--- src/rtl/mem_port_arbiter.sv ---
// Arbitrates one unified memory port between the core and the loader/debug port, one access at a time.
// Build option MEM_ARB_ROUND_ROBIN_EN: ties alternate between requesters instead of always going to the loader.
module mem_port_arbiter #(
    parameter int ADDR_W  = 16,
    parameter int DATA_W  = 16,
    parameter int MEM_LAT = 1
) (
    input  logic              clk,
    input  logic              rst,
    input  logic              core_req,
    input  logic              core_we,
    input  logic [ADDR_W-1:0] core_addr,
    input  logic [DATA_W-1:0] core_wdata,
    output logic [DATA_W-1:0] core_rdata,
    output logic              core_ack,
    input  logic              ldr_req,
    input  logic              ldr_we,
    input  logic [ADDR_W-1:0] ldr_addr,
    input  logic [DATA_W-1:0] ldr_wdata,
    output logic [DATA_W-1:0] ldr_rdata,
    output logic              ldr_ack,
    output logic              mem_en,
    output logic              mem_we,
    output logic [ADDR_W-1:0] mem_addr,
    output logic [DATA_W-1:0] mem_wdata,
    input  logic [DATA_W-1:0] mem_rdata,
    output logic              owner_ldr,
    output logic              busy
);

    typedef enum logic [1:0] {
        S_IDLE   = 2'd0,
        S_ACCESS = 2'd1,
        S_WAIT   = 2'd2,
        S_RESP   = 2'd3
    } state_t;

    localparam logic [2:0] LAT_LOAD = 3'(MEM_LAT - 1);

    state_t            state_q, state_d;
    logic              owner_q, owner_d;
    logic              we_q, we_d;
    logic [ADDR_W-1:0] addr_q, addr_d;
    logic [DATA_W-1:0] wdata_q, wdata_d;
    logic [2:0]        lat_q, lat_d;
    logic [DATA_W-1:0] core_rdata_q, core_rdata_d;
    logic [DATA_W-1:0] ldr_rdata_q, ldr_rdata_d;
    logic              pick_ldr;

`ifdef MEM_ARB_ROUND_ROBIN_EN
    logic last_ldr_q, last_ldr_d;

    // last_ldr_q resets to 1 so the core takes the first tie.
    assign pick_ldr = ldr_req && (!core_req || !last_ldr_q);

    always_ff @(posedge clk or posedge rst) begin
        if (rst) last_ldr_q <= 1'b1;
        else     last_ldr_q <= last_ldr_d;
    end

    always_comb begin
        last_ldr_d = last_ldr_q;
        if (state_q == S_RESP) last_ldr_d = owner_q;
    end
`else
    assign pick_ldr = ldr_req;
`endif

    always_ff @(posedge clk or posedge rst) begin
        if (rst) begin
            state_q      <= S_IDLE;
            owner_q      <= 1'b0;
            we_q         <= 1'b0;
            addr_q       <= '0;
            wdata_q      <= '0;
            lat_q        <= '0;
            core_rdata_q <= '0;
            ldr_rdata_q  <= '0;
        end else begin
            state_q      <= state_d;
            owner_q      <= owner_d;
            we_q         <= we_d;
            addr_q       <= addr_d;
            wdata_q      <= wdata_d;
            lat_q        <= lat_d;
            core_rdata_q <= core_rdata_d;
            ldr_rdata_q  <= ldr_rdata_d;
        end
    end

    always_comb begin
        state_d      = state_q;
        owner_d      = owner_q;
        we_d         = we_q;
        addr_d       = addr_q;
        wdata_d      = wdata_q;
        lat_d        = lat_q;
        core_rdata_d = core_rdata_q;
        ldr_rdata_d  = ldr_rdata_q;
        case (state_q)
            S_IDLE: begin
                if (core_req || ldr_req) begin
                    owner_d = pick_ldr;
                    we_d    = pick_ldr ? ldr_we    : core_we;
                    addr_d  = pick_ldr ? ldr_addr  : core_addr;
                    wdata_d = pick_ldr ? ldr_wdata : core_wdata;
                    state_d = S_ACCESS;
                end
            end
            S_ACCESS: begin
                lat_d   = LAT_LOAD;
                state_d = S_WAIT;
            end
            S_WAIT: begin
                if (lat_q == 3'd0) begin
                    // Writes leave both read-data registers untouched.
                    if (!we_q) begin
                        if (owner_q) ldr_rdata_d  = mem_rdata;
                        else         core_rdata_d = mem_rdata;
                    end
                    state_d = S_RESP;
                end else begin
                    lat_d = lat_q - 3'd1;
                end
            end
            S_RESP: begin
                state_d = S_IDLE;
            end
            default: begin
                state_d = S_IDLE;
            end
        endcase
    end

    assign busy       = (state_q != S_IDLE);
    assign owner_ldr  = busy && owner_q;
    assign mem_en     = (state_q == S_ACCESS);
    assign mem_we     = mem_en && we_q;
    assign mem_addr   = addr_q;
    assign mem_wdata  = wdata_q;
    assign core_ack   = (state_q == S_RESP) && !owner_q;
    assign ldr_ack    = (state_q == S_RESP) && owner_q;
    assign core_rdata = core_rdata_q;
    assign ldr_rdata  = ldr_rdata_q;

endmodule
--- config.mk ---
export PLATFORM = sky130hd
export DESIGN_NAME = mem_port_arbiter
export DESIGN_NICKNAME = d
export VERILOG_FILES = /design/src/rtl/mem_port_arbiter.sv
export SDC_FILE = /design/constraint.sdc
export NUM_CORES = 1
export LEC_CHECK = 0
export CAP_MARGIN = 20
export CORE_ASPECT_RATIO = 0.6
export CORE_MARGIN = 5
export CORE_UTILIZATION = 45
export CTS_BUF_LIST = sky130_fd_sc_hd__clkbuf_8
export CTS_CLUSTER_DIAMETER = 50
export DETAILED_ROUTE_END_ITERATION = 7
export MAX_ROUTING_LAYER = met4
export PLACE_DENSITY = 0.85
export RECOVER_POWER = 100
export SLEW_MARGIN = 20
export SYNTH_ARGS = -nofsm -noshare
export SYNTH_HDL_FRONTEND = slang
export SYNTH_SLANG_ARGS = --single-unit
export TNS_END_PERCENT = 30
--- constraint.sdc ---
create_clock -name clk -period 3.4 [get_ports clk]
set_input_delay 0.51 -clock clk [delete_from_list [all_inputs] [get_ports clk]]
set_output_delay 0.51 -clock clk [all_outputs]
set_load 0.05 [all_outputs]
==> results.json <==
{
  "crit_path_max_incr_delay_ns": 0.87,
  "skew_ns": 0.0116,
  "cts_resized": 0,
  "setup_ws_ns": 0.765,
  "grt_use_total_pct": 19.9,
  "syn-instance-count": 254,
  "relSlewSlack_pct": 18.3,
  "die-area_mm2": 0.00888,
  "synth_area_mm2": 0.00317,
  "slew_violations": 0,
  "synth-seq-cells": 71,
  "power_density_mw_per_mm2": 1060,
  "status": "complete, no violations",
  "grt_pass1_vias": 2663,
  "n_antenna_cell": 0,
  "cap_viol_max_count": 0,
  "cp_max_fo": 6,
  "seqPwrFrac_pct": 28.0,
  "grt_pass1_wl_mm": 13.3,
  "die_w_um": 118,
  "period_share_pct": 77.5,
  "ys_seq_area_share_pct": 56.0,
  "drc_errors": 0,
  "fin_crit_ns": 2.63,
  "grt_max_degree": 67,
  "ir_drop_uv": 759,
  "dp_hpwl_mm": 6.37,
  "antenna_found_initial": 0,
  "final_util_pct": 72.8,
  "setup_violations": 0,
  "cts.sinks": 71,
  "cts_tree": "done",
  "clk_pin_slew_ns": 0.06,
  "pin_count": 156,
  "crit_chain": "inv_1 > ha_1 > nor2b_1 > dlygate4sd3_1",
  "cts_inserted_buffers": 9,
  "hold_class": "flop to flop",
  "overflow": 0,
  "die_y_um": 75.0,
  "vias": 2434,
  "initial_core_util_pct": 46.9,
  "end_kind": "output pin",
  "worst_slew_pin_slew_ns": 1.23,
  "area_growth_pct": 55.3,
  "rows": 23,
  "timing.fmax_mhz": 380,
  "ant_nets": 0,
  "drive_gt1_share_pct": 9.40,
  "worst_path_max_delay_cell": "dlygate4sd3_1",
  "rsz0062_at_grt": "false",
  "cp.arrival_ns": 2.12,
  "crit_type": "flop to output pin",
  "cts_root_buf": "clkbuf_8",
  "p_sw_share_pct": 49.6,
  "leakage_nw": 2.24,
  "avgRoutedWirePerCell_um": 16.2,
  "port-buffer-count": 155,
  "clk_path_buf_depth": 2,
  "synth_warnings": 0,
  "insertion_delay_ns": 0.34,
  "gp_congestion": 0.766,
  "syn_nets": 347,
  "finalHoldViolCount": 0,
  "vias_per_cell": 4.85,
  "core_mm2": 0.00676,
  "critPathLaunchType": "flop",
  "post_cts_buffers": 0,
  "dp_slack_ns": 1.17,
  "p_comb_share_pct": 58.7,
  "synth.distinct_cells": 27,
  "htree_levels": 3,
  "required_ns": 2.89,
  "cts_hold_buf": 0,
  "p_total_w": 0.00523,
  "final_nets": 503,
  "drtIter0Drc": 87,
  "p_sw_w": 0.00259,
  "tns_ns": 0,
  "power_frac_clock_pct": 13.3,
  "avgSynthCellArea_um2": 12.5,
  "p_int_w": 0.00263,
  "wl_mm": 8.11,
  "firstDrtPassIters": 4
}
-- cells by family after synthesis --
logic type,after synthesis,synth area share (%)
fa+ha+maj,7,2.76
simple gates,47,7.10
compound gates,41,6.95
buf+inv,22,3.87
flops,71,56.0
mux,66,23.3
-- power groups by stage --
| stage | registers, W | logic, W | clock network [W] |
|---|---|---|---|
| floorplan | 0.00281 | 0.000877 | 0 |
| global placement | 0.00148 | 0.00327 | 0 |
| detailed placement | 0.00150 | 0.00333 | 0 |
| CTS | 0.00149 | 0.00333 | 0.000715 |
| global route | 0.00153 | 0.00325 | 0.000762 |
| finish | 0.00146 | 0.00307 | 0.000695 |
-- layout by cell type, fill, tap and decap left out, types with 2 or more instances in the layout --
master           count
o22ai_1              2
clkbuf_8             9
dlygate4sd3_1       71
mux2_2              20
a21oi_1              2
clkdlybuf4s50_1     83
ha_1                 7
nor2_1               3
buf_4                2
nand2_1             35
nor2b_1              2
a22o_1               2
bufinv_16            2
inv_1               10
mux2i_1             34
mux2_1              11
o21ai_0             33
and2_1               2
clkinv_2             2
clkbuf_1             2
dfrtp_1             71
-- stage by stage --
step | hold WS [ns] | std cells | area (um^2)
6_report | 0.468 | 502 | 4920
5_1_grt | 0.504 | 502 | 4920
4_1_cts | 0.466 | 502 | 4980
3_5_place_dp | 0.459 | 486 | 4780
3_3_place_gp | 0.452 | 486 | 4780
2_1_floorplan | 0.440 | 254 | 3170
-- area by class of cell --
class,count,area [um^2]
inverters,7,26.3
flip-flops and latches,71,1780
multi-input cells,161,1230
fillers,516,1840
clock buffers,9,124
clock inverters,7,81.3
repair buffers,160,1570
well taps,87,109
-- worst max-delay path: cells and delay by family, from the launching register on --
kind / cells / cell delay, ns
and+or+nand+nor: 1 / 0.12
adders and majority gates: 1 / 0.30
DFF: 1 / 0.40
buffers and inverters: 2 / 0.97
-- synthesized netlist by cell type (all sizes together) --
cell type / number / area share [%]
o22ai: 2 / 0.39
nor3b: 1 / 0.24
clkbuf: 2 / 0.24
o21ai: 34 / 5.4
and4bb: 1 / 0.39
dfrtp: 71 / 56
a22o: 2 / 0.55
ha: 7 / 2.8
nand4b: 1 / 0.75
nand2b: 1 / 0.20
nor2: 3 / 0.36
inv: 7 / 0.83
o32a: 1 / 0.32
and2: 2 / 0.39
a21oi: 2 / 0.32
mux2i: 34 / 11
nor2b: 2 / 0.39
and2b: 1 / 0.24
nand2: 35 / 4.1
mux2: 32 / 13
buf: 13 / 2.8
-- registers in the layout, summed over array words and instances (netlist names) --
| signal | cells |
|---|---|
| mem_addr | 16 |
| owner_q | 1 |
| core_rdata | 16 |
| lat_q | 3 |
| we_q | 1 |
| ldr_rdata | 16 |
| mem_wdata | 16 |
| state_q | 2 |
-- metal layers --
layer	routed length, um	track usage, %	vias up
met4	90	5.73	0
met5	0	-	-
met3	827	9.83	12
li1	-	-	1189
met1	3310	22.5	1140
met2	3880	31.7	93
-- worst paths after layout --
path,start,to,slack [ns],cells after the start
max,state_q[0],owner_ldr,0.77,4
min,lat_q[0],lat_q[0],0.47,1
max reg2reg,state_q[0],ldr_rdata[5],1.01,4
min reg2reg,lat_q[0],lat_q[0],0.47,1
max in group asynchronous,rst,ldr_rdata[0],1.08,3
min in group asynchronous,rst,core_rdata[12],0.73,2
Note: power is estimated with default switching activity, not from simulation.
